**src/rtl/multdiv_pkg.sv**
```systemverilog
// Shared definitions for the iterative multiply/divide unit: sizes,
// state encoding and the operation select used by processor decode.
package multdiv_pkg;

    localparam int MD_WIDTH = 32;
    localparam int MD_CNT_W = 6;

    localparam logic [MD_WIDTH-1:0] INT_MIN = 32'h8000_0000;

    typedef enum logic [1:0] {
        S_IDLE = 2'b00,
        S_MUL  = 2'b01,
        S_DIV  = 2'b10,
        S_DONE = 2'b11
    } md_state_e;

    typedef enum logic [1:0] {
        OP_NONE = 2'b00,
        OP_MUL  = 2'b01,
        OP_DIV  = 2'b10
    } md_op_e;

    // A start is only valid when exactly one of the two strobes is raised.
    function automatic md_op_e decode_op(input logic mult, input logic div);
        md_op_e op;
        op = OP_NONE;
        if (mult && !div) begin
            op = OP_MUL;
        end else if (div && !mult) begin
            op = OP_DIV;
        end
        return op;
    endfunction

endpackage

```
**src/rtl/multdiv_unit_div_step.sv**
```systemverilog
// One restoring-division step on unsigned magnitudes. The caller supplies
// the partial remainder already shifted left with the next dividend bit.
module multdiv_unit_div_step
    import multdiv_pkg::*;
#(
    parameter int WIDTH = MD_WIDTH
) (
    input  logic [WIDTH:0]   shifted_rem,
    input  logic [WIDTH-1:0] divisor,
    output logic [WIDTH-1:0] next_rem,
    output logic             q_bit
);

    logic [WIDTH-1:0] diff;

    // Trial subtract; when it succeeds the true difference is below the
    // divisor, so the low WIDTH bits hold it exactly.
    always_comb begin
        q_bit    = (shifted_rem >= {1'b0, divisor});
        diff     = shifted_rem[WIDTH-1:0] - divisor;
        next_rem = q_bit ? diff : shifted_rem[WIDTH-1:0];
    end

endmodule

```
**src/rtl/multdiv_unit.sv**
```systemverilog
// Iterative signed multiply (radix-2 Booth) and divide (restoring) unit.
// One operation per start strobe, fixed latency of WIDTH steps, with a
// one-cycle ready strobe and registered result/exception.
module multdiv_unit
    import multdiv_pkg::*;
#(
    parameter int WIDTH = MD_WIDTH,
    parameter int CNT_W = MD_CNT_W
) (
    input  logic             clock,
    input  logic             reset,
    input  logic [WIDTH-1:0] data_operandA,
    input  logic [WIDTH-1:0] data_operandB,
    input  logic             ctrl_MULT,
    input  logic             ctrl_DIV,
    output logic [WIDTH-1:0] data_result,
    output logic             data_exception,
    output logic             data_resultRDY
);

    localparam logic [WIDTH-1:0] MIN_VAL   = {1'b1, {(WIDTH-1){1'b0}}};
    localparam logic [CNT_W-1:0] LAST_STEP = CNT_W'(WIDTH-1);

    md_state_e          state;
    md_op_e             op_sel;
    logic [CNT_W-1:0]   counter;

    logic [2*WIDTH:0]   booth_acc;
    logic [WIDTH-1:0]   mcand;
    logic [WIDTH:0]     booth_hi_ext;
    logic [WIDTH:0]     booth_sum;
    logic [2*WIDTH:0]   booth_next;
    logic [2*WIDTH-1:0] product;
    logic               mul_ovf;

    logic [WIDTH-1:0]   div_rem;
    logic [WIDTH-1:0]   div_quo;
    logic [WIDTH-1:0]   div_mag_b;
    logic               div_neg;
    logic               div_by_zero;
    logic               div_ovf;
    logic [WIDTH-1:0]   mag_a;
    logic [WIDTH-1:0]   mag_b;
    logic [WIDTH-1:0]   div_rem_next;
    logic               div_q_bit;
    logic [WIDTH-1:0]   quo_next;
    logic [WIDTH-1:0]   quo_signed;

    // Decode the start strobes; both high together counts as no start.
    always_comb begin
        op_sel = decode_op(ctrl_MULT, ctrl_DIV);
    end

    // Booth step: add/subtract the multiplicand in WIDTH+1 bits so the
    // sign shifted in stays correct even for the most negative multiplicand.
    always_comb begin
        booth_hi_ext = {booth_acc[2*WIDTH], booth_acc[2*WIDTH:WIDTH+1]};
        booth_sum    = booth_hi_ext;
        case (booth_acc[1:0])
            2'b01:   booth_sum = booth_hi_ext + {mcand[WIDTH-1], mcand};
            2'b10:   booth_sum = booth_hi_ext - {mcand[WIDTH-1], mcand};
            default: booth_sum = booth_hi_ext;
        endcase
        booth_next = {booth_sum, booth_acc[WIDTH:1]};
        product    = booth_next[2*WIDTH:1];
        mul_ovf    = !((&product[2*WIDTH-1:WIDTH-1]) || (~|product[2*WIDTH-1:WIDTH-1]));
    end

    // Operand magnitudes for division and the signed final quotient.
    always_comb begin
        mag_a      = data_operandA[WIDTH-1] ? -data_operandA : data_operandA;
        mag_b      = data_operandB[WIDTH-1] ? -data_operandB : data_operandB;
        quo_next   = {div_quo[WIDTH-2:0], div_q_bit};
        quo_signed = div_neg ? -quo_next : quo_next;
    end

    multdiv_unit_div_step #(
        .WIDTH (WIDTH)
    ) u_div_step (
        .shifted_rem ({div_rem, div_quo[WIDTH-1]}),
        .divisor     (div_mag_b),
        .next_rem    (div_rem_next),
        .q_bit       (div_q_bit)
    );

    // Control FSM and datapath registers; a valid start in any state
    // aborts whatever is running and begins the new operation.
    always_ff @(posedge clock) begin
        if (reset) begin
            state          <= S_IDLE;
            counter        <= '0;
            data_result    <= '0;
            data_exception <= 1'b0;
            data_resultRDY <= 1'b0;
            booth_acc      <= '0;
            mcand          <= '0;
            div_rem        <= '0;
            div_quo        <= '0;
            div_mag_b      <= '0;
            div_neg        <= 1'b0;
            div_by_zero    <= 1'b0;
            div_ovf        <= 1'b0;
        end else begin
            data_resultRDY <= 1'b0;
            if (op_sel == OP_MUL) begin
                state     <= S_MUL;
                counter   <= '0;
                mcand     <= data_operandA;
                booth_acc <= {{WIDTH{1'b0}}, data_operandB, 1'b0};
            end else if (op_sel == OP_DIV) begin
                state       <= S_DIV;
                counter     <= '0;
                div_rem     <= '0;
                div_quo     <= mag_a;
                div_mag_b   <= mag_b;
                div_neg     <= data_operandA[WIDTH-1] ^ data_operandB[WIDTH-1];
                div_by_zero <= (data_operandB == '0);
                div_ovf     <= (data_operandA == MIN_VAL) && (data_operandB == '1);
            end else begin
                case (state)
                    S_MUL: begin
                        booth_acc <= booth_next;
                        counter   <= counter + 1'b1;
                        if (counter == LAST_STEP) begin
                            state          <= S_DONE;
                            data_result    <= product[WIDTH-1:0];
                            data_exception <= mul_ovf;
                            data_resultRDY <= 1'b1;
                        end
                    end
                    S_DIV: begin
                        div_rem <= div_rem_next;
                        div_quo <= quo_next;
                        counter <= counter + 1'b1;
                        if (counter == LAST_STEP) begin
                            state          <= S_DONE;
                            data_result    <= div_by_zero ? '0 : quo_signed;
                            data_exception <= div_by_zero | div_ovf;
                            data_resultRDY <= 1'b1;
                        end
                    end
                    S_DONE: begin
                        state <= S_IDLE;
                    end
                    default: begin
                        state <= S_IDLE;
                    end
                endcase
            end
        end
    end

endmodule

```
**config.mk**
```make
export PLATFORM = sky130hd
export DESIGN_NAME = multdiv_unit
export DESIGN_NICKNAME = d
export VERILOG_FILES = /design/src/rtl/multdiv_pkg.sv /design/src/rtl/multdiv_unit_div_step.sv /design/src/rtl/multdiv_unit.sv
export SDC_FILE = /design/constraint.sdc
export NUM_CORES = 1
export LEC_CHECK = 0
export CORE_ASPECT_RATIO = 2
export CORE_MARGIN = 2
export CORE_UTILIZATION = 35
export DETAILED_ROUTE_END_ITERATION = 10
export GPL_ROUTABILITY_DRIVEN = 0
export GPL_TIMING_DRIVEN = 0
export PLACE_DENSITY = 0.56
export RECOVER_POWER = 50
export SLEW_MARGIN = 20
export SYNTH_ARGS = -nofsm -noshare
export SYNTH_HDL_FRONTEND = slang
export SYNTH_SLANG_ARGS = --single-unit
```
**constraint.sdc**
```tcl
create_clock -name clock -period 7.6 [get_ports clock]
set_input_delay 2.28 -clock clock [delete_from_list [all_inputs] [get_ports clock]]
set_output_delay 2.28 -clock clock [all_outputs]
set_load 0.01 [all_outputs]
```
* Word-level counts from Yosys, hierarchy flattened
Index checks and enable logic that the tools add are counted. Widths: inputs -> output; s select.
Storage, ports and cells: register bits 238, bits in latches 0, memory bits (writable) 0, ROM bits 0, input bits 68, output and inout port bits 34, word-level logic and storage cells 91, memories kept 0
Cells by class: add/sub/neg operators 7, multipliers 0, div/mod/pow operators 0, magnitude comparators 1, equal/unequal tests 14, shifts and indexed selects 0, mux-type cells 26, bitwise operators 5, reduce and logical (&&, ||, !) cells 23
Operators by type and width (count):
- $mux 32 | 11
- $mux 33 | 3
- $neg 32->32 | 3
- $pmux 33 s2 | 1
- $eq 32x32->1 const B | 2
- $pmux 32 s2 | 1
- $add 32x32->33 | 1
- $ge 33x32->1 | 1
- $reduce_and 33->1 | 1
- $reduce_or 33->1 | 1
- $sub 32x32->33 | 1
- $logic_not 32->1 | 1
- $sub 32x32->32 | 1
- $mux 2 | 5
- $reduce_and 2->1 | 4
- $add 6x1->6 const B | 1
- $eq 2x1->1 const B | 3
- $eq 2x2->1 const B | 3
- $eq 6x5->1 const B | 1
- $ne 2x2->1 const B | 3
- $reduce_bool 2->1 | 3
- $reduce_and 5->1 | 1
- $logic_not 1->1 | 4
- $mux 1 | 4
- other kinds (11) | 16

* Depth between registers and ports, before layout
depth in word-level cells 8, gate-level depth with buffers 24, depth with buffers taken out 22

* Modules after synthesis
Synthesis repeated with hierarchy kept, for this count alone.
Second synthesis, totals: cells, all modules 2213, area, all modules 16920.0 sq um
Modules (own cells, without submodules):
- multdiv_unit | instances 1, cells an instance 1832, area an instance 14450.1 sq um, seq. area each 4764.6 sq um
- multdiv_unit_div_step | instances 1, cells an instance 381, area an instance 2469.9 sq um, seq. area each 0.0 sq um

* Worst setup path after synthesis
No wires, ideal clock.
path type flip-flop to flip-flop, start register mcand[2], end register data_exception, library setup time 130 ps, arrival 5060 ps, data required time 7470 ps, setup slack 2410 ps, cell stages (with the launch flop) 24, path buffers 1, period minus slack after synthesis 5190 ps, path through dfxtp_1 -> or3_1 -> or3_1 -> nor4b_1 -> nand2b_1 -> or4_1 -> nor2_1 -> nand2_1 -> nand2_1 -> o21ai_0 -> xnor2_1 -> ha_1 -> clkbuf_1 -> a21o_1 -> a21oi_1 -> o21ai_0 -> a221oi_1 -> o31ai_1 -> o211a_1 -> or4b_4 -> a21o_1 -> a211o_1 -> o22ai_2 -> nor3_1
On the way: cells in the longest elaborated chain, start to end 8, elaborated cells on any way between the ends 10, those cells by class add/sub (2); mux (3); reduce/logical (5)
RTL lines:
- start, declared | RTL line multdiv_unit.sv:29 | logic [WIDTH-1:0] mcand;
- start signal, assigned | RTL line multdiv_unit.sv:108 | mcand <= data_operandA;
- $sub 32x32->33 / $add 32x32->33 (equally long branches) | RTL line multdiv_unit.sv:61, multdiv_unit.sv:60
- $pmux 33 s2 * | RTL line multdiv_unit.sv:59 | case (booth_acc[1:0])
- $reduce_or 33->1 | RTL line multdiv_unit.sv:66 | mul_ovf = !((&product[2*WIDTH-1:WIDTH-1]) || (~|product[2*WIDTH-1:WIDTH-1]));
- $logic_not 1->1 | RTL line multdiv_unit.sv:66
- $logic_or 1x1->1 * | RTL line multdiv_unit.sv:66
- $logic_not 1->1 * | RTL line multdiv_unit.sv:66
- $mux 1 * | RTL line multdiv_unit.sv:124 | if (counter == LAST_STEP) begin
- $pmux 1 s2 * | RTL line multdiv_unit.sv:120 | case (state)
- end signal, assigned | RTL line multdiv_unit.sv:127 | data_exception <= mul_ovf;
- end signal, assigned | RTL line multdiv_unit.sv:138 | data_exception <= div_by_zero | div_ovf;
- end, declared | RTL line multdiv_unit.sv:17 | output logic data_exception,
Mark *: on every way between the ends. The rest lies on a longest branch, timed or not. The select of a mux whose other input is x is not followed. A chain may end at the register's enable or synchronous reset.

* Worst setup path in the final report
Same ends and word-level chain as after synthesis.

==> impl_metrics.ini <==
[grt]
grt_pass1_vias = 16020
grt_max_degree = 14
grt.total_usage = 0.2328
grt-ovfl-total = 0
grt_antenna_before_repair = 0
grt_pass1_wl_um = 93210

[power]
power_switching_mw = 1.356
power.density_nw_per_um2 = 199.0
combPwrFrac = 0.293
p_leak_nw = 7.467
intPower_mw = 2.549
vdd_ir_drop_max_uv = 127.6
seq_power_share = 0.348
pwr-share-clk = 0.359
p_sw_frac = 0.3473

[logic_synthesis]
yosysTopAreaCell = dfxtp_1
ys_top_cells_by_area = dfxtp_1 28%, nor2_1 7.5%, ha_1 5.5%
synth_ff_type = dfxtp_1
synth_cells = 2201
ys_seq_area_frac = 0.2817
synth_area_per_cell_um2 = 7.683
syn-cell-area_um2 = 16910
synth_common_cells = 338 x nor2_1, 238 x dfxtp_1, 150 x a21oi_1, 136 x nand2_1, 111 x clkbuf_1
yosys_register_bits = 238
synth_cell_types = 89
synth_top_area_frac = 0.2817
yosys_warnings = 0
async_reset_ff_frac = 0
synth_enable_flop_cells = 0
syn-num-nets = 2346
yosysMostFrequentCell = nor2_1

[sta]
tns_ns = 0
worst_pin_slew_ns = 1.029
grt_setup_unrepaired = false
finalSetupViolCount = 0
hold_viol_final = 0
fmax_mhz = 146.5
worst_hold_slack_ns = 0.4629
period_needed_ns = 6.824
finalMaxSlewViolations = 0
finClkSkew_ns = 0.02921
relSlewSlack = 0.3080
min_period_over_period = 0.8979

[route]
drt_iter0_markers = 1470
final_antenna_net_count = 0
route.detailed.drc = 0
via_count = 17170
wirelength_um = 60340
post_drt_wl_per_cell_um = 20.21
via_per_inst = 5.749
drtPass1Iterations = 6

[die]
die_h_um = 314.9
die_x_um = 159.4
num_rows = 114
fp.dieArea_um2 = 50200
coreArea_um2 = 48070
io_pins = 102
initial_core_util = 0.3518

[run]
maxCapViolations = 0

[run_status]
outcome = complete, no violations

[clock_network]
cts-hold-fix-buffers = 0
tritoncts = done
cts_buffers = 26
path_clk_slew_ns = 0.07
cts-htree-levels = 1
root_buffer = clkbuf_16
post-cts-setup-buffers = 0
clock_sinks = 238
insertion_delay_ns = 0.57
clk_path_buf_depth = 3
cts_resized = 0

[layout]
fin_util = 0.4082
final_nets = 2474
layout-drive-gt1-share = 0.05707
antenna_cells = 0
area_growth_pct = 16.03
finish.instance_area_um2 = 19620

[setup_path]
worst_setup_path_end_kind = register
cp-start-kind = register
cp.arrival_ns = 7.24
worstPathMaxFanout = 10
cp.required_ns = 8.02
path_class = reg2reg

[placement]
dpl.hpwl_um = 46170
placed_area_um2 = 18710
io_buffers = 100

[hold_path]
hp-class = reg2reg
-- state kept, by name, indices dropped and copies added, names as in the netlist --
register and flops:
booth_acc 65, div_quo 32, div_ovf 1, div_by_zero 1, div_neg 1, mcand 32, data_resultRDY 1, data_exception 1
div_mag_b 32, div_rem 32, state 2, counter 6, data_result 32
-- path summary, 6_finish.rpt --
| kind | from | end | slack, ns | cells after the start |
|---|---|---|---|---|
| setup reg to reg | mcand[2] | data_exception | 0.78 | 23 |
| hold / removal | booth_acc[0] | booth_acc[0] | 0.46 | 2 |
| hold reg to reg | booth_acc[0] | booth_acc[0] | 0.46 | 2 |
| setup / recovery | mcand[2] | data_exception | 0.78 | 23 |
-- cells by family (layout without fill, tap and decap cells) --
logic type / after synthesis / after routing / share of synthesized area
adder cells (fa/ha/maj): 77 / 77 / 0.05786
multiplexers: 65 / 65 / 0.03980
flip-flops: 238 / 238 / 0.2817
AND/OR/NAND/NOR: 809 / 809 / 0.2303
XOR/XNOR: 148 / 148 / 0.07665
buffers and inverters: 225 / 372 / 0.05142
AO/OA/AOI/OAI: 639 / 639 / 0.2622
-- worst max-delay path: stages (launching register included) --
cell      delay [ns]
dfxtp_1         0.35
or3_1           0.48
or3_1           0.38
nor4b_1         0.46
nand2b_1        0.13
or4_1           0.43
nor2_1          0.23
nand2_1         0.10
nand2_1         0.15
o21ai_0         0.13
xnor2_1         0.19
ha_1            0.31
clkbuf_1        0.38
nand4_1         0.25
nor4_1          0.33
o211ai_1        0.26
a311oi_1        0.50
nor3_1          0.11
o31ai_1         0.43
nand3_1         0.15
nor4b_1         0.44
nand4_1         0.20
o22ai_2         0.22
nor3_1          0.07
-- routing by layer --
layer / part of all wire / up-vias / track usage
li1: - / 8282 / -
met4: 0.031 / 0 / 0.07748
met1: 0.48 / 8215 / 0.3347
met2: 0.44 / 577 / 0.3658
met3: 0.058 / 93 / 0.02118
met5: 0 / - / 0
-- cells in the final DEF (no fill, tap or decap), types with 26 or more instances in the layout --
cell             netlist  layout
xnor2_1               64      64
o221a_2               32      32
mux2i_1               47      47
dlygate4sd3_1          0      37
o31ai_1               28      28
nor3_1                66      66
a211oi_1              88      88
inv_1                 82      83
ha_1                  75      75
clkbuf_1             111     124
nand2_1              136     136
nor2_1               338     338
o21ai_0              110     110
clkdlybuf4s50_1        0      63
nand4_1               32      32
clkbuf_16              0      26
dfxtp_1              238     238
a21oi_1              150     150
a21o_1                44      44
nor2b_1               45      45
xor2_1                84      84
nand3_1               43      43
-- power by group through the flow --
stage	clock network (mW)	registers, mW	logic, mW
after CTS	1.42	1.36	1.13
after global routing	1.46	1.36	1.26
after detailed placement	0	1.38	1.13
after floorplan	0	1.37	0.800
after global placement	0	1.38	1.12
final	1.40	1.36	1.15
-- cell type report --
type                    count  area [µm²]
clock buffers              40       793.3
fillers                  5125       28450
well taps                 638       798.3
clock inverters             7       127.6
flip-flops and latches    238        4765
repair buffers            100        1001
multi-input cells        1738       11270
plain buffers             140       549.3
inverters                  85       319.1
-- through the flow --
stage | power [mW] | instances | worst slack, ns
finish | 3.905 | 2986 | 0.7757
global route | 4.087 | 2986 | 0.4427
CTS | 3.911 | 2986 | 1.057
detailed placement | 2.510 | 2939 | 1.073
global placement | 2.505 | 2939 | 1.194
floorplan | 2.165 | 2201 | 2.410
Note: power is estimated with default switching activity, not from simulation.
